--- src/rtl/mux_tree_tapbuf_cfg.sv ---
// Self-configuring N_IN:1 routing mux: scan segment plus shadow select, with unused codes forced high.
// Optional registered output when MUX_TREE_OUT_REG_EN is defined.
module mux_tree_tapbuf_cfg #(
    parameter int N_IN = 22,
    localparam int SEL_W = $clog2(N_IN)
) (
    input  logic              prog_clk,
    input  logic              pReset,
    input  logic [N_IN-1:0]   in,
    input  logic              ccff_head,
    input  logic              cfg_en,
    input  logic              cfg_update,
    output logic              ccff_tail,
    output logic [SEL_W-1:0]  sram,
    output logic [SEL_W-1:0]  sram_inv,
    output logic              sel_invalid,
    output logic              out
);

    localparam int N_PAD = 1 << SEL_W;
    localparam logic [SEL_W-1:0] K_MAX = SEL_W'(N_IN - 1);

    logic [SEL_W-1:0] shreg;
    logic [SEL_W-1:0] k;
    logic [N_PAD-1:0] in_ext;
    logic             out_comb;

    // Update reads shreg before the same-edge shift, so both may be asserted together.
    always_ff @(posedge prog_clk) begin
        if (pReset) begin
            shreg <= '0;
            sram  <= '0;
        end else begin
            if (cfg_en)
                shreg <= (shreg << 1) | SEL_W'(ccff_head);
            if (cfg_update)
                sram <= shreg;
        end
    end

    assign ccff_tail = shreg[SEL_W-1];
    assign sram_inv  = ~sram;
    assign k         = ~sram;

    // Codes past the last real input read a constant 1 from the padding.
    always_comb begin
        in_ext = '1;
        in_ext[N_IN-1:0] = in;
    end

    assign out_comb = in_ext[k];

    if (N_IN == N_PAD) begin : g_full
        assign sel_invalid = 1'b0;
    end else begin : g_partial
        assign sel_invalid = (k > K_MAX);
    end

`ifdef MUX_TREE_OUT_REG_EN
    always_ff @(posedge prog_clk) begin
        if (pReset)
            out <= 1'b1;
        else
            out <= out_comb;
    end
`else
    assign out = out_comb;
`endif

endmodule

--- config.mk ---
export PLATFORM = sky130hd
export DESIGN_NAME = mux_tree_tapbuf_cfg
export DESIGN_NICKNAME = d
export VERILOG_FILES = /design/src/rtl/mux_tree_tapbuf_cfg.sv
export SDC_FILE = /design/constraint.sdc
export NUM_CORES = 1
export LEC_CHECK = 0
export CAP_MARGIN = 20
export CORE_MARGIN = 2
export CORE_UTILIZATION = 30
export DETAILED_ROUTE_END_ITERATION = 10
export GPL_ROUTABILITY_DRIVEN = 0
export PLACE_DENSITY_LB_ADDON = 0.08
export SKIP_CTS_REPAIR_TIMING = 1
export SLEW_MARGIN = 20
export SYNTH_ARGS = -nofsm -noshare
export SYNTH_HDL_FRONTEND = slang
export SYNTH_SLANG_ARGS = --single-unit
--- constraint.sdc ---
create_clock -name prog_clk -period 1.6 [get_ports prog_clk]
set_input_delay 0.24 -clock prog_clk [delete_from_list [all_inputs] [get_ports prog_clk]]
set_output_delay 0.24 -clock prog_clk [all_outputs]
set_load 0.05 [all_outputs]
==> results.json, run 1 <==
{
  "syn_area_um2": 578.1,
  "gr-usage-all-layers_pct": 15.43,
  "relSlewSlack_pct": 77.49,
  "clock_sinks": 10,
  "drv_cap": 0,
  "antenna_found_initial": 0,
  "fillers": 171,
  "synth_nets": 84,
  "coreArea_um2": 1764,
  "die_w_um": 47.90,
  "period_minus_slack_ns": 2.020,
  "drtIter0Drc": 1,
  "yosysMostFrequentCell": "mux2i_1",
  "vias": 585,
  "setup.worst_path.class": "reg -> out",
  "hp-class": "reg -> reg",
  "finalHoldViolCount": 0,
  "cts_tree": "done",
  "firstDrtPassIters": 3,
  "ys_seq_area_share_pct": 34.63,
  "yosysWarningCount": 0,
  "ys_top_cells_by_count": "mux2i_1, nor2_1, dfxtp_1",
  "synth_area_leaders": "dfxtp_1, mux2i_1, mux4_1",
  "avgSynthCellArea_um2": 10.14,
  "regToRegSetupSlack_ns": 0.80,
  "leakage_nw": 0.4568,
  "ys_types": 18,
  "routedWlPerCell_um": 12.55,
  "grt-ovfl-total": 0,
  "p_seq_share_pct": 41.6,
  "pre_cts_slack_ns": -0.3933,
  "die_area_um2": 2294,
  "report.final.setup_viol": 1,
  "slew_viol_final": 0,
  "async_flop_share_pct": 0,
  "crit_chain": "mux4_2 > a2111oi_4 > a311oi_4 > buf_6",
  "fin_util_pct": 66.10,
  "tightest_slew_ns": 0.3366,
  "cts_buffer_depth": 2,
  "intPower_w": 0.0004784,
  "dp_hpwl_um": 1292,
  "htreeDepth": 1,
  "p_sw_share_pct": 22.06,
  "via_per_inst": 4.606,
  "final_cell_area_um2": 1166,
  "yosysTopAreaCell": "dfxtp_1",
  "clock-skew-final_ns": 0.002303,
  "start_kind": "flop",
  "synth_cells": 57,
  "ys_seq_elements": 10,
  "ir_drop_uv": 377.8,
  "power-per-cell-area_nw_per_um2": 526.4,
  "finalCritPeriodShare_pct": 126.2,
  "max_freq_mhz": 495.1,
  "dpl_cell_area_um2": 1111,
  "p_switching_w": 0.0001354,
  "violations": "negative setup slack",
  "outcome": "complete, but fails checks",
  "grt_max_degree": 11,
  "cts_buffers": 3,
  "drcViolationCount": 0,
  "die_h_um": 47.90,
  "clock_latency_ns": 0.26,
  "cp.arrival_ns": 1.78,
  "synth_flop_cell": "dfxtp_1",
  "pwr-share-comb_pct": 22.3,
  "setup_ws_ns": -0.4197,
  "synth_edf_count": 0,
  "ant_nets": 0,
  "cp_slowest_stage_delay_ns": 0.54,
  "clkPwrFrac_pct": 36.2,
  "crit_required_ns": 1.36,
  "total_power_w": 0.0006138,
  "path_clk_slew_ns": 0.06,
  "synth_top_area_share_pct": 34.63,
  "start_util_pct": 32.77,
  "cp_max_fo": 7,
  "portBuffers": 39,
  "end_kind": "output pin",
  "drive_gt1_share_pct": 37.25,
  "finalNetCount": 130,
  "syn_to_final_growth_pct": 101.7,
  "fp-row-count": 15,
  "clockRootBuffer": "clkbuf_4",
  "crit_slowest_cell": "mux4_2",
  "wl_um": 1594,
  "diodes": 0,
  "rsz0062_at_grt": "yes",
  "grt_pass1_wl_um": 2339,
  "first_global_vias": 547,
  "io_pins": 40
}
-- state kept, by name (all words and copies together) (netlist names) --
signal  flops
sram        5
shreg       5
-- metrics by stage --
| step | cells | TNS, ns | hold WS (ns) |
|---|---|---|---|
| after CTS | 127 | -0.5490 | 0.5326 |
| final | 127 | -0.4197 | 0.5256 |
| after global routing | 127 | -0.4949 | 0.5649 |
| after global placement | 123 | -0.3990 | 0.5058 |
| after floorplan | 57 | -0.4572 | 0.3873 |
| after detailed placement | 123 | -0.3933 | 0.5167 |
-- placed cells by master (no fill, tap or decap), types with 2 or more instances in the layout --
cell type and count:
nor2_1 11, buf_12 5, dfxtp_1 6, dfxtp_4 3, clkbuf_4 3, clkinvlp_4 2
clkdlybuf4s50_1 26, inv_1 3, buf_4 13, mux4_1 2, mux2i_1 14, o22ai_2 2
-- layer usage --
| layer | global-route usage, % | share of wire, % | up-vias | wire [um] |
|---|---|---|---|---|
| li1 | - | - | 295 | - |
| met1 | 15.30 | 38 | 267 | 602 |
| met2 | 26.40 | 52 | 21 | 826 |
| met3 | 5.283 | 9.2 | 2 | 147 |
| met4 | 11.35 | 1.1 | 0 | 18 |
| met5 | 0 | 0 | - | 0 |
-- cells by family (layout without fill, tap and decap cells) --
| group | count (synthesis) | after routing | synth area share (%) |
|---|---|---|---|
| AOI/OAI and AO/OA | 7 | 7 | 9.740 |
| buffers and inverters | 9 | 54 | 7.143 |
| DFF | 10 | 10 | 34.63 |
| muxes | 18 | 18 | 39.18 |
| and+or+nand+nor | 13 | 13 | 9.309 |
-- power groups by stage --
stage	Clock (W)	Combinational [W]	Sequential [W]
after floorplan	0	0.0000545	0.000266
after global placement	0	0.000134	0.000263
after detailed placement	0	0.000136	0.000263
after CTS	0.000236	0.000136	0.000257
after global routing	0.000254	0.000146	0.000256
final	0.000222	0.000137	0.000255
-- critical path: cells and delay by family, from the launching register on --
kind | cells | cell delay (ns)
buffers and inverters | 1 | 0.17
muxes | 1 | 0.54
DFF | 1 | 0.40
AOI/OAI and AO/OA | 2 | 0.42
-- area by class of cell --
| cell class | count | area, um2 | area share [%] |
|---|---|---|---|
| clock buffers | 4 | 36.28 | 3.112 |
| well taps | 25 | 31.28 | 2.682 |
| multi-input cells | 38 | 390.4 | 33.48 |
| flip-flops and latches | 10 | 212.7 | 18.24 |
| repair buffers | 45 | 469.2 | 40.24 |
| inverters | 5 | 26.28 | 2.253 |
-- path summary, 6_finish.rpt --
kind / start / endpoint / cells after the start
min: shreg[3] / shreg[3] / 2
max: sram[0] / out / 4
max reg2reg: sram[2] / sram[2] / 3
min reg2reg: shreg[3] / shreg[3] / 2
(Power assumes the default switching activity.)
==> inputs of run 2 (changes only) <==
--- a/config.mk
+++ b/config.mk
@@ -11,6 +11,7 @@
 export DETAILED_ROUTE_END_ITERATION = 10
 export GPL_ROUTABILITY_DRIVEN = 0
 export PLACE_DENSITY_LB_ADDON = 0.08
+export SETUP_SLACK_MARGIN = 0.3
 export SKIP_CTS_REPAIR_TIMING = 1
 export SLEW_MARGIN = 20
 export SYNTH_ARGS = -nofsm -noshare
==> results.json, run 2 (synthesized netlist as in run 1, its figures left out) <==
{
  "outcome": "complete, but fails checks",
  "violations": "negative setup slack",
  "grt_pass1_wl_um": 2394,
  "fin_util_pct": 64.82,
  "slew_viol_final": 0,
  "cts_tree": "done",
  "grt-ovfl-total": 0,
  "drcViolationCount": 0,
  "portBuffers": 39,
  "tightest_slew_ns": 0.3231,
  "max_freq_mhz": 498.2,
  "via_per_inst": 4.661,
  "intPower_w": 0.0004258,
  "grt_max_degree": 11,
  "firstDrtPassIters": 2,
  "die_h_um": 47.90,
  "dp.cells": 121,
  "layout_commonest_cell": "clkdlybuf4s50_1",
  "most-common-layout-cells": "clkdlybuf4s50_1, mux2i_1, nor2_1",
  "ir_drop_uv": 486.8,
  "crit_required_ns": 1.36,
  "cp_max_fo": 7,
  "gr-usage-all-layers_pct": 15.41,
  "antenna_found_initial": 0,
  "hold_ws_ns": 0.5229,
  "drtIter0Drc": 1,
  "end_kind": "output pin",
  "vias": 578,
  "crit_chain": "mux4_2 > a2111oi_4 > a311oi_4 > buf_6",
  "syn_to_final_growth_pct": 97.84,
  "start_kind": "flop",
  "finalSetupTns_ns": -0.4506,
  "report.final.setup_viol": 2,
  "crit_slowest_cell": "mux4_2",
  "power-per-cell-area_nw_per_um2": 480.7,
  "start_util_pct": 32.77,
  "pwr-share-comb_pct": 24.8,
  "routedWlPerCell_um": 12.50,
  "p_switching_w": 0.0001240,
  "hold_path.startpoint": "shreg[1]",
  "clock_sinks": 10,
  "cts_buffer_depth": 2,
  "p_sw_share_pct": 22.55,
  "cp.arrival_ns": 1.77,
  "finalCritPeriodShare_pct": 125.5,
  "relSlewSlack_pct": 78.39,
  "clockRootBuffer": "clkbuf_4",
  "r2r-start": "sram[2]",
  "clock_latency_ns": 0.25,
  "p_seq_share_pct": 46.5,
  "clock-skew-final_ns": 0.002149,
  "first_global_vias": 563,
  "clkPwrFrac_pct": 28.7,
  "drive_gt1_share_pct": 36.36,
  "finalHoldViolCount": 0,
  "rsz0062_at_grt": "yes",
  "wl_um": 1550,
  "cp_slowest_stage_delay_ns": 0.54,
  "period_minus_slack_ns": 2.007,
  "drv_cap": 0,
  "die_w_um": 47.90,
  "finalNetCount": 128,
  "die_area_um2": 2294,
  "setup.worst_path.class": "reg -> out",
  "htreeDepth": 1,
  "ant_nets": 0,
  "setup_ws_ns": -0.4073,
  "fp-row-count": 15,
  "cts_buffers": 3,
  "dp_hpwl_um": 1296,
  "reg_top3": "shreg: 5 flops, sram: 5 flops",
  "io_pins": 40,
  "path_clk_slew_ns": 0.06,
  "diodes": 0,
  "crit_start": "sram[0]",
  "layoutNonFillerInstCount": 124,
  "leakage_nw": 0.4433,
  "coreArea_um2": 1764,
  "hp-class": "reg -> reg"
}
run 2: changes by cell type in the layout (fill, tap and decap cells not counted), sizes merged:
| cell | change |
|---|---|
| clkbuf | -1 |
| buf | -2 |
run 2: layout make-up:
class	count	area [um2]
Multi-Input combinational cell	38	387.9
Inverter	5	26.28
Fill cell	159	620.6
Clock buffer	3	22.52
Sequential cell	10	214.0
Timing Repair Buffer	43	461.7
Tap cell	25	31.28
run 2: path summary, 6_finish.rpt:
path	to	cells after the start	slack [ns]
setup / recovery	out	4	-0.41
hold / removal	shreg[2]	2	0.52
setup reg to reg	sram[2]	3	0.82
hold reg to reg	shreg[2]	2	0.52
run 2: through the flow:
| stage | worst slack [ns] | total power (W) | cell area, um2 |
|---|---|---|---|
| after CTS | -0.4777 | 0.0005620 | 1120 |
| after detailed placement | -0.3975 | 0.0003978 | 1097 |
| final | -0.4073 | 0.0005498 | 1144 |
| after global routing | -0.4734 | 0.0005878 | 1144 |
| after global placement | -0.4045 | 0.0003959 | 1097 |
| after floorplan | -0.2393 | 0.0003205 | 641.9 |
run 2: power groups by stage:
stage / Sequential [W] / Combinational [W] / Clock, W
finish: 0.000256 / 0.000136 / 0.000158
global route: 0.000256 / 0.000146 / 0.000186
CTS: 0.000257 / 0.000136 / 0.000169
detailed placement: 0.000263 / 0.000135 / 0
global placement: 0.000263 / 0.000133 / 0
floorplan: 0.000266 / 0.0000545 / 0
run 2: layer usage:
| layer | wire, um | global-route usage, % |
|---|---|---|
| met2 | 740 | 25.33 |
| met3 | 136 | 4.906 |
| met5 | 0 | 0 |
| met4 | 14 | 8.108 |
| met1 | 658 | 17.77 |
run 2: critical path: cells and delay by family (launching register included):
family,cells,cell delay [ns]
compound gates,2,0.41
flops,1,0.39
mux,1,0.54
buf+inv,1,0.17
